<file path="config.mk">
export PLATFORM = sky130hd
export DESIGN_NAME = hilo_muldiv_unit
export DESIGN_NICKNAME = d
export VERILOG_FILES = /design/src/rtl/hilo_muldiv_unit.sv
export SDC_FILE = /design/constraint.sdc
export NUM_CORES = 1
export LEC_CHECK = 0
export BUFFER_PORTS_ARGS = -buffer_cell sky130_fd_sc_hd__buf_2
export CAP_MARGIN = 20
export CORE_MARGIN = 2
export CORE_UTILIZATION = 48
export DETAILED_ROUTE_END_ITERATION = 8
export GPL_ROUTABILITY_DRIVEN = 0
export MAX_ROUTING_LAYER = met4
export PLACE_DENSITY = 0.67
export SLEW_MARGIN = 20
export SYNTH_ARGS = -nofsm -noshare
export SYNTH_HDL_FRONTEND = slang
export SYNTH_SLANG_ARGS = --single-unit
</file>
<file path="constraint.sdc">
create_clock -name clk -period 5.96 [get_ports clk]
set_input_delay 0.596 -clock clk [delete_from_list [all_inputs] [get_ports clk]]
set_output_delay 0.596 -clock clk [all_outputs]
set_load 0.03 [all_outputs]
</file>
<file path="src/rtl/hilo_muldiv_unit.sv">
// Iterative HI/LO multiply/divide unit for the EX stage.
// Radix-2 shift-add multiply, restoring divide, sign fix-up in a final cycle.
module hilo_muldiv_unit (
    input  logic        clk,
    input  logic        reset,
    input  logic [2:0]  op_EX,
    input  logic [31:0] EX_MX1,
    input  logic [31:0] EX_MX2,
    input  logic        hilo_read_EX,
    output logic [31:0] hi_out,
    output logic [31:0] lo_out,
    output logic        busy,
    output logic        done,
    output logic        stall
);

    typedef enum logic [1:0] {
        S_IDLE,
        S_ITER,
        S_FIX
    } state_t;

    localparam logic [2:0] OP_NONE  = 3'd0;
    localparam logic [2:0] OP_MULT  = 3'd1;
    localparam logic [2:0] OP_MULTU = 3'd2;
    localparam logic [2:0] OP_DIV   = 3'd3;
    localparam logic [2:0] OP_DIVU  = 3'd4;
    localparam logic [2:0] OP_MTHI  = 3'd5;
    localparam logic [2:0] OP_MTLO  = 3'd6;
    localparam logic [2:0] OP_RSVD  = 3'd7;

    state_t      state_q, state_d;
    logic [5:0]  cnt_q;
    logic [63:0] acc_q;
    logic [31:0] opb_q;
    logic [32:0] rem_q;
    logic [31:0] hi_q, lo_q;
    logic        div_q, neg_q, nega_q, dz_q, done_q;

    logic        is_muldiv, is_div, op_signed, start;
    logic        a_neg, b_neg;
    logic [31:0] a_abs, b_abs;
    logic [32:0] mul_sum;
    logic [63:0] mul_next;
    logic [32:0] div_shift, div_trial, rem_next;
    logic        div_ge;
    logic [31:0] quot_next;
    logic [63:0] prod_fix;
    logic [31:0] quot_fix, rem_fix, hi_res, lo_res;

    assign is_muldiv = (op_EX == OP_MULT) | (op_EX == OP_MULTU)
                     | (op_EX == OP_DIV)  | (op_EX == OP_DIVU);
    assign is_div    = (op_EX == OP_DIV) | (op_EX == OP_DIVU);
    assign op_signed = (op_EX == OP_MULT) | (op_EX == OP_DIV);
    assign start     = (state_q == S_IDLE) & is_muldiv;

    assign a_neg = op_signed & EX_MX1[31];
    assign b_neg = op_signed & EX_MX2[31];
    assign a_abs = a_neg ? -EX_MX1 : EX_MX1;
    assign b_abs = b_neg ? -EX_MX2 : EX_MX2;

    // Multiply: acc = {partial product, remaining multiplier bits}
    assign mul_sum  = {1'b0, acc_q[63:32]} + (acc_q[0] ? {1'b0, opb_q} : 33'd0);
    assign mul_next = {mul_sum, acc_q[31:1]};

    // Divide: acc[31:0] shifts dividend out and quotient in
    assign div_shift = {rem_q[31:0], acc_q[31]};
    assign div_trial = div_shift - {1'b0, opb_q};
    assign div_ge    = ~div_trial[32];
    assign rem_next  = div_ge ? div_trial : div_shift;
    assign quot_next = {acc_q[30:0], div_ge};

    assign prod_fix = neg_q ? -acc_q : acc_q;
    assign quot_fix = dz_q ? 32'hFFFF_FFFF
                    : (neg_q ? -acc_q[31:0] : acc_q[31:0]);
    assign rem_fix  = nega_q ? -rem_q[31:0] : rem_q[31:0];
    assign hi_res   = div_q ? rem_fix  : prod_fix[63:32];
    assign lo_res   = div_q ? quot_fix : prod_fix[31:0];

    always_ff @(posedge clk or posedge reset) begin
        if (reset) begin
            state_q <= S_IDLE;
        end else begin
            state_q <= state_d;
        end
    end

    always_comb begin
        state_d = state_q;
        unique case (state_q)
            S_IDLE:  if (start) state_d = S_ITER;
            S_ITER:  if (cnt_q == 6'd31) state_d = S_FIX;
            S_FIX:   state_d = S_IDLE;
            default: state_d = S_IDLE;
        endcase
    end

    always_comb begin
        busy  = (state_q != S_IDLE);
        stall = busy & (((op_EX != OP_NONE) & (op_EX != OP_RSVD)) | hilo_read_EX);
    end

    always_ff @(posedge clk or posedge reset) begin
        if (reset) begin
            cnt_q  <= '0;
            acc_q  <= '0;
            opb_q  <= '0;
            rem_q  <= '0;
            hi_q   <= '0;
            lo_q   <= '0;
            div_q  <= 1'b0;
            neg_q  <= 1'b0;
            nega_q <= 1'b0;
            dz_q   <= 1'b0;
            done_q <= 1'b0;
        end else begin
            done_q <= (state_q == S_FIX);
            unique case (state_q)
                S_IDLE: begin
                    if (start) begin
                        acc_q  <= {32'd0, is_div ? a_abs : b_abs};
                        opb_q  <= is_div ? b_abs : a_abs;
                        rem_q  <= '0;
                        div_q  <= is_div;
                        neg_q  <= a_neg ^ b_neg;
                        nega_q <= a_neg;
                        dz_q   <= is_div & (EX_MX2 == 32'd0);
                        cnt_q  <= '0;
                    end else if (op_EX == OP_MTHI) begin
                        hi_q <= EX_MX1;
                    end else if (op_EX == OP_MTLO) begin
                        lo_q <= EX_MX1;
                    end
                end
                S_ITER: begin
                    cnt_q <= cnt_q + 6'd1;
                    if (div_q) begin
                        acc_q[31:0] <= quot_next;
                        rem_q       <= rem_next;
                    end else begin
                        acc_q <= mul_next;
                    end
                end
                S_FIX: begin
                    hi_q <= hi_res;
                    lo_q <= lo_res;
                end
                default: ;
            endcase
        end
    end

    assign hi_out = hi_q;
    assign lo_out = lo_q;
    assign done   = done_q;

endmodule

</file>
==> reports/summary.txt <==
Outcome: finished, final reports clean
Final Core Density: 0.540
Fin Setup TNS: 0 ns
Leading area contributor after synthesis: dfrtp_1
Die area: 35500 sq um
RSZ-0062 raised after global routing: false
Final setup viols: 0
Yosys warning count: 0
Cells after Synth: 2022
Die Height: 188 um
Total of max-cap violations: 0
Max rail drop VDD: 0.335 mV
Routed WL: 57400 um
Postcts setup bufs: 0
Max Clock Freq: 0.231 GHz
Final Skew: 0.0366 ns
Hold violation total from the final report: 0
Detailed Route Iter0 Violations: 1466
Yosys top cell area share: 0.314
Wirelength per Cell: 22.6 um
P per Cell Area: 544 nW/um^2
Average vias per placed instance: 6.37
Maximum clock path buffer count: 3
Post-synth EDFFs: 0
Routed Antenna Nets: 0
CTS root buf: clkbuf_16
Slew margin rel.: 0.240
Overflow after GRT: 0
Synth area leaders: dfrtp_1 (31%), o21ai_0 (7.5%), xnor2_1 (6.2%)
Num ports: 137
Layout cells sized above 1: 0.109
Max Slew Vio Count: 0
Crit Path Class: reg2reg
CTS clk-pin slew, worst paths: 0.06 ns
Hpwl dp: 42900 um
Total CTS buffers: 24
Share of async-settable or async-resettable flops after synthesis: 1.00
Crit. End Element: flip-flop
Global-route wire length before repair: 87700 um
Final period utilization: 0.727
Via count: 16193
Final Critical Period: 4.34 ns
Initial antenna violation count: 0
Clock Sinks: 205
Leak: 7.56 nW
Worst-skew pair later-pin latency: 0.56 ns
Nets: 2217
Synthesis-to-finish area growth: 10.9%
Top-count cell post-synth: o21ai_0
Setup crit start kind: flip-flop
Worst Path Max Fanout: 13
Yosys cell types: 75
Main synth FF type: dfrtp_1
Worst Path Arrival: 4.71 ns
Syn_nets: 2163
Core box area: 33500 sq um
Final cell count without fillers: 2543
Yosys reg bits: 205
Placed Instances: 2497
Worst hold-check path type: in2async
DRC viols: 0
Commonest cells in the netlist: o21ai_0 (244), dfrtp_1 (205), nand2_1 (204)
Rows: 67
CTS Hold Buffers Added: 0
WP data required: 6.34 ns
Pre-antenna DRT Iters: 5
CTS tree: done
Die W: 188 um
Register area share after synthesis: 0.314
Initial Util: 0.487
Worst Tran Pin Value: 1.14 ns
Vias in the first global route: 14795
Mapped cell area: 16300 sq um
Avg Inst Size Synth: 8.07 sq um
Largest net degree at the start of global routing: 126
H-Tree Depth: 1
Port Buffers: 136
All-Layer GR Usage: 0.325
PostCTS Resize Cnt: 0
sequential cells by signal, summed over array words and instances, names as in the netlist, 2 cells and up:
| name | count |
|---|---|
| opb_q | 32 |
| cnt_q | 6 |
| state_q | 2 |
| rem_q | 32 |
| hi_out | 32 |
| acc_q | 64 |
| lo_out | 32 |
cells in the final DEF (no fill, tap or decap), types with 11 or more instances in the layout:
master	Yosys	layout
o21ai_0	244	244
mux2i_1	64	64
nor2_1	129	128
or3_1	28	28
nor2b_1	16	15
o22ai_1	33	33
a21o_1	23	23
or4_1	14	14
nor3_1	34	34
nand2b_1	31	30
o221ai_1	13	13
nand2_1	204	204
o21bai_1	12	11
o41ai_1	17	17
buf_4	0	18
o31ai_1	40	40
clkbuf_16	0	24
a21oi_1	138	138
nand3_1	84	83
a221oi_1	12	12
xnor2_1	115	114
dfrtp_1	205	203
a31oi_1	17	17
nand4_1	13	13
o211ai_1	43	43
xor2_1	84	84
buf_2	8	136
nor4_1	16	16
ha_1	69	69
inv_1	63	62
a211oi_1	34	34
layer usage:
| layer | wire, um | GRT usage | up-vias | part of all wire |
|---|---|---|---|---|
| met5 | 0 | - | - | 0 |
| met4 | 3720 | 0.178 | 0 | 0.065 |
| met3 | 4630 | 0.0572 | 173 | 0.081 |
| met2 | 25800 | 0.498 | 736 | 0.45 |
| met1 | 23200 | 0.409 | 7815 | 0.41 |
| li1 | - | - | 7469 | - |
final cells by class:
class / count / area (sq um)
Inverter: 63 / 240
Multi-Input combinational cell: 1626 / 10500
Clock inverter: 10 / 118
Sequential cell: 205 / 5130
Fill cell: 3164 / 15400
Antenna cell: 1 / 2.50
Timing Repair Buffer: 156 / 856
Clock buffer: 34 / 668
Tap cell: 448 / 561
path summary, 6_finish.rpt:
kind                       startpoint         end  slack (ns)  depth (start not counted)
min in group clk            EX_MX2[0]    opb_q[0]        0.37                          3
min reg2reg                 hi_out[6]   hi_out[6]        0.47                          2
max in group asynchronous       reset   rem_q[20]        4.55                          3
max                         acc_q[31]   rem_q[12]        1.62                         14
min                             reset  lo_out[30]        0.20                          2
max reg2reg                 acc_q[31]   rem_q[12]        1.62                         14
metrics by stage:
stage	instance area [sq um]	worst slack, ns	power [mW]	hold slack (ns)
after floorplan	16300	2.54	6.71	0.448
after global placement	17300	1.78	8.10	0.456
after detailed placement	17300	1.69	8.21	0.463
after CTS	18100	1.65	9.75	0.224
after global routing	18100	1.36	10.5	0.274
final	18100	1.62	9.84	0.201
cells by family (layout without fill, tap and decap cells):
group | count (synthesis) | count (layout) | synth area share
adders and majority gates | 71 | 71 | 0.0554
xor gates and xnor gates | 199 | 199 | 0.107
and+or+nand+nor | 614 | 614 | 0.182
AOI/OAI and AO/OA | 675 | 675 | 0.255
buffers and inverters | 191 | 263 | 0.0450
muxes | 67 | 67 | 0.0413
other | 0 | 1 | 0
DFF | 205 | 205 | 0.314
report_power, final:
part,switching [mW],internal [mW]
combinational,3.37,2.28
sequential,0.745,1.93
clock,0.644,0.870
total,4.76,5.08
worst max-delay path, cell delays in order (launching register included):
cell	delay [ns]
dfrtp_1	0.49
inv_1	0.10
ha_1	0.24
fa_1	0.40
nand2b_1	0.18
a21oi_1	0.23
o311a_1	0.29
a221o_1	0.25
a21bo_2	0.19
a31oi_1	0.11
o31a_1	0.29
xnor2_2	0.71
buf_4	0.38
mux2i_1	0.21
o21ai_0	0.09
No activity file was read; power rests on OpenSTA's default activity.
